**src/rtl/ps2_key_tracker.sv**
```systemverilog
// PS/2 keyboard receiver with make/break decoding and a held-key bitmap.
// Each tracked key comes from a packed scan-code map; changes raise a pulse.
module ps2_key_tracker #(
  parameter int NUM_KEYS = 5,
  parameter logic [9*NUM_KEYS-1:0] KEYMAP =
    {9'h029, 9'h174, 9'h172, 9'h16B, 9'h175},
  parameter int TIMEOUT_CYCLES = 50000,
  localparam int EW = (NUM_KEYS > 1) ? $clog2(NUM_KEYS) : 1
) (
  input  logic                clk,
  input  logic                rst,
  input  logic                ps2_c,
  input  logic                ps2_d,
  output logic [NUM_KEYS-1:0] keys_pressed,
  output logic                key_event,
  output logic [EW-1:0]       event_index,
  output logic                event_make,
  output logic                frame_err
);

  localparam int TW = $clog2(TIMEOUT_CYCLES + 1);

  typedef enum logic [1:0] {IDLE, EXT, BRK, EXT_BRK} dec_t;

  logic          c_s1, c_s2, c_s3;
  logic          d_s1, d_s2;
  logic          strobe;
  logic [3:0]    bit_cnt;
  logic [10:0]   sr;
  logic [TW-1:0] wd;
  logic          done;
  dec_t          state;

  logic [7:0]    rx_byte;
  logic          frame_ok;
  logic          ext, brk;
  logic [8:0]    key;
  logic          hit;
  logic [EW-1:0] hit_idx;

  assign strobe   = c_s3 & ~c_s2;
  assign rx_byte  = sr[8:1];
  assign frame_ok = ~sr[0] & sr[10] & (^sr[9:1]);
  assign ext      = (state == EXT) || (state == EXT_BRK);
  assign brk      = (state == BRK) || (state == EXT_BRK);
  assign key      = {ext, rx_byte};

  // Scan from the top so the lowest matching index ends up selected.
  always_comb begin
    hit     = 1'b0;
    hit_idx = '0;
    for (int i = NUM_KEYS - 1; i >= 0; i--) begin
      if (KEYMAP[9*i +: 9] == key) begin
        hit     = 1'b1;
        hit_idx = EW'(i);
      end
    end
  end

  always_ff @(posedge clk) begin
    if (rst) begin
      c_s1         <= 1'b1;
      c_s2         <= 1'b1;
      c_s3         <= 1'b1;
      d_s1         <= 1'b1;
      d_s2         <= 1'b1;
      bit_cnt      <= '0;
      sr           <= '0;
      wd           <= '0;
      done         <= 1'b0;
      state        <= IDLE;
      keys_pressed <= '0;
      key_event    <= 1'b0;
      event_index  <= '0;
      event_make   <= 1'b0;
      frame_err    <= 1'b0;
    end else begin
      c_s1      <= ps2_c;
      c_s2      <= c_s1;
      c_s3      <= c_s2;
      d_s1      <= ps2_d;
      d_s2      <= d_s1;
      done      <= 1'b0;
      key_event <= 1'b0;
      frame_err <= 1'b0;

      if (strobe) begin
        sr <= {d_s2, sr[10:1]};
        wd <= '0;
        if (bit_cnt == 4'd10) begin
          bit_cnt <= '0;
          done    <= 1'b1;
        end else begin
          bit_cnt <= bit_cnt + 4'd1;
        end
      end else if (bit_cnt != '0) begin
        if (wd == TW'(TIMEOUT_CYCLES - 1)) begin
          bit_cnt   <= '0;
          wd        <= '0;
          frame_err <= 1'b1;
          state     <= IDLE;
        end else begin
          wd <= wd + 1'b1;
        end
      end else begin
        wd <= '0;
      end

      if (done) begin
        if (!frame_ok) begin
          frame_err <= 1'b1;
          state     <= IDLE;
        end else if (rx_byte == 8'hE0) begin
          state <= EXT;
        end else if (rx_byte == 8'hF0) begin
          unique case (state)
            IDLE:    state <= BRK;
            EXT:     state <= EXT_BRK;
            default: state <= state;
          endcase
        end else begin
          state <= IDLE;
          if (hit) begin
            keys_pressed[hit_idx] <= ~brk;
            // Repeats of a held key and releases of idle keys stay silent.
            if (keys_pressed[hit_idx] == brk) begin
              key_event   <= 1'b1;
              event_index <= hit_idx;
              event_make  <= ~brk;
            end
          end
        end
      end
    end
  end

endmodule

```
**config.mk**
```make
export PLATFORM = sky130hd
export DESIGN_NAME = ps2_key_tracker
export DESIGN_NICKNAME = d
export VERILOG_FILES = /design/src/rtl/ps2_key_tracker.sv
export SDC_FILE = /design/constraint.sdc
export NUM_CORES = 1
export LEC_CHECK = 0
export CAP_MARGIN = 25
export CORE_MARGIN = 5
export CORE_UTILIZATION = 45
export CTS_BUF_LIST = sky130_fd_sc_hd__clkbuf_8
export CTS_CLUSTER_DIAMETER = 80
export DETAILED_ROUTE_END_ITERATION = 7
export PLACE_DENSITY_LB_ADDON = 0.15
export SYNTH_ARGS = -nofsm -noshare
export SYNTH_HDL_FRONTEND = slang
export SYNTH_SLANG_ARGS = --single-unit
```
**constraint.sdc**
```tcl
create_clock -name clk -period 2.2 [get_ports clk]
set_input_delay 0.44 -clock clk [delete_from_list [all_inputs] [get_ports clk]]
set_output_delay 0.44 -clock clk [all_outputs]
set_load 0.05 [all_outputs]
```
==> results.txt <==
The fraction of the core area covered by cells at the end of the flow is 60.96%. The number of enable-type register cells in the synthesized netlist is 0. From bottom edge to top edge, the die measures 83.35 um. The layout overhead on the synthesized area came out at 30.23%. The cts-stage hold buffer count came out at 0.

Among all flip-flop cells after synthesis, the most frequent one is sky130_fd_sc_hd__dfxtp_1. The critical path goes through inv_2 > ha_4 > xnor3_1 > xnor2_2 > nor3b_2 > buf_4 > buf_4 > buf_4 > and3_4 > a21o_1 > a22oi_1 > nor2_1. Setup repair after global routing could not meet its margin everywhere. In this run the tightest slew margin relative to its limit is 62.40%. For this run, the number of Yosys warnings is 0.

Of the cells placed in the final design, the portion with a size suffix greater than 1 is between 20% and 30%. The die extent in x is around 83 um. The total number of H-tree levels is 2. The endpoint type of the worst setup path is a flip-flop. The number of antenna violations at the first check in global routing was 0. The I/O pin count is 15.

Dividing the detail-routed via count by the number of cells gives 4.948. Across every metal layer, demand over resource in global routing totals 14.46%. The library cells used most frequently in the layout, excluding fill and tap cells, are sky130_fd_sc_hd__dfxtp_1, sky130_fd_sc_hd__nor2_1, sky130_fd_sc_hd__nand2_1. CTS placed an instance of sky130_fd_sc_hd__clkbuf_8 at the clock tree root. The share of flip-flops with an asynchronous set or reset after synthesis is 0%. The number of endpoints with negative hold slack in the final report is 0.

The maximum clock rate is 0.4366 GHz. The first-pass GRT wire length came out at 8487 um. The tool flagged a number of max-cap violations equal to 0. For this design, the slowest cell found on the critical path is sky130_fd_sc_hd__dfxtp_2. The run finished, with violations left. The starting density of the core came out at 46.81%.

After floorplanning, the core was divided into 26 placement rows. TritonCTS built the clock tree. For this block, the initial DRC count from the detailed router was 77.

The kind of critical path is flip-flop to flip-flop. Counting every net in the synthesized netlist gives approximately 300. VDD sags by at most 0.4329 mV. The sum of overflow across all layers after global routing is 0. For the worst setup path, the data required time is ~2.4 ns.

Leaving out fill and tap cells, the most frequent cell in the layout is sky130_fd_sc_hd__dfxtp_1. Buffers inserted during clock tree synthesis total 5. The biggest cell delay along the critical path came out at 0.36 ns.

Counting instances, the worst hold path has a depth of 1. The final weighted congestion in routability-driven placement came out at 0.7950. The depth of the worst register-to-register path came out at 12.

The overall die area is 6947 sq um. The synthesized instance count came out at around 280. No sink is reached through more buffers than the 2 on the longest clock path. The count of cell types in the netlist is 38. The synthesized area per cell came out at 8.555 sq um. The core region is 5172 sq um.

Summed over all failing endpoints, the final setup total negative slack is -0.4538 ns. The TritonCTS sink count is 50. The worst setup path is launched from a flip-flop. The checks that failed: negative setup slack.

The power density relative to cell area is 467.8 nW/um^2. For the final database, setup skew stands at 0.005581 ns. The routed wire length per instance is approximately 12 um. The via count of the first global-routing pass came out at 1878. The most numerous cell on the critical path is sky130_fd_sc_hd__buf_4.

The number of search-and-repair iterations in the first detailed-routing pass is 4. The highest net fanout along the worst path is 3. The clock period minus worst slack is 2.290 ns. The number of register bits inferred by synthesis came out at 50. The worst hold path belongs to the class flip-flop to flip-flop.

The largest net degree at the start of global routing came out at 32. The transition at the pin with the smallest max-transition slack came out at 0.5639 ns. The number of endpoints failing setup at the final stage came out at 9. The number of inserted diodes is 0. The share of the Yosys chip area taken by registers is 41.34%.

The filler-free cell count of the finished design came out at 400. The least setup slack across all paths after layout came out at -0.09034 ns. The total instance count after detailed placement is 385. At the end of the flow, the number of nets in the layout was 350. The remaining routing DRC violations is 0.

The routed design has 4769 um of wire. The remaining number of nets flagged by the antenna check after routing came out at 0. The via total after detailed routing came out at between 1500 and 2000.

The clock latency on the worst-skew pair came out at 0.29 ns. The data arrival at the endpoint of the critical path is 2.48 ns. The leakage power total is 1.136 nW. The cell area after synthesis came out at around 2400 sq um. Clock-pin slew was measured on the worst setup and hold paths at 0.08 ns. Summed over all nets, the half-perimeter wirelength after detailed placement is 3415 um. The max-slew violation count is 0. The number of port buffers came out at 14. The final critical-path share of the clock period is 104.1%.
## cell usage after synthesis (all sizes together), types with 3 or more instances
cell type / count / area share, %
nor3: 6 / 1.2
dfxtp: 50 / 41
or2: 5 / 1.3
inv: 15 / 2.3
o21ai: 5 / 1.0
a21o: 3 / 0.93
a21oi: 18 / 4.2
nand2b: 4 / 1.0
xnor2: 5 / 1.8
nand2: 36 / 5.6
clkbuf: 8 / 1.2
xor2: 11 / 4.0
nand4: 4 / 1.6
nand3: 13 / 2.9
and3: 8 / 2.1
nor2: 46 / 7.1
mux2i: 12 / 5.3
ha: 16 / 8.3
## worst paths after layout
kind	end	slack, ns	from
hold / removal	c_s2	0.41	c_s1
setup reg to reg	state[0]	-0.09	sr[1]
hold reg to reg	c_s2	0.41	c_s1
setup / recovery	state[0]	-0.09	sr[1]
## per-layer routing
layer  track usage (%)  vias to the layer above  wire [um]
met3             2.970                        4        141
met4             4.458                        0         40
met1             18.61                      926       2330
met2             24.20                       23       2257
met5                 0                        -          0
li1                  -                     1026          -
## report_power, final
part	switching, mW	internal [mW]
clock network	0.284	0.211
logic	0.0370	0.0249
registers	0.00528	0.913
total	0.327	1.15
## worst max-delay path, delay by kind of cell, from the launching register on
family,cells,cell delay [ns]
simple gates,3,0.30
xor+xnor,2,0.49
fa+ha+maj,1,0.26
buf+inv,4,0.47
flops,1,0.36
compound gates,2,0.33
## cell families (layout without fill, tap and decap cells)
logic type / count (synthesis) / after routing / share of synthesized area, %
and+or+nand+nor: 131 / 131 / 25.69
muxes: 14 / 14 / 6.512
AOI/OAI and AO/OA: 31 / 31 / 7.700
DFF: 50 / 50 / 41.34
buffers and inverters: 24 / 71 / 3.772
xor gates and xnor gates: 17 / 17 / 6.718
adders and majority gates: 16 / 16 / 8.269
## cell type report
type / instances / area [sq um]
Clock inverter: 2 / 7.507
Timing Repair Buffer: 49 / 422.9
Multi-Input combinational cell: 209 / 1500
Inverter: 15 / 56.30
Tap cell: 70 / 87.58
Fill cell: 450 / 2019
Sequential cell: 50 / 1010
Clock buffer: 5 / 68.82
## sequential cells by signal, indices dropped and copies added (netlist names), 2 cells and up
register,flops
bit_cnt,4
state,2
wd,16
keys_pressed,5
sr,11
event_index,3
## through the flow
stage	setup WS, ns	hold slack [ns]	total power [mW]	area [sq um]
final	-0.09034	0.4148	1.475	3153
after global placement	-0.1150	0.3956	1.002	2879
after floorplan	-0.09057	0.3895	0.9772	2471
after global routing	-0.1758	0.4414	1.531	3153
after CTS	-0.1032	0.4187	1.496	3042
after detailed placement	-0.1913	0.3989	1.001	2879
## timing repair
item | CTS | global route
pin swaps | 7 | 6
resized for setup | 10 | 17
setup endpoints to repair | 10 | 12
endpoints found under the hold margin | 0 | 0
setup buffers | 5 | 3
(Power assumes the default switching activity.)
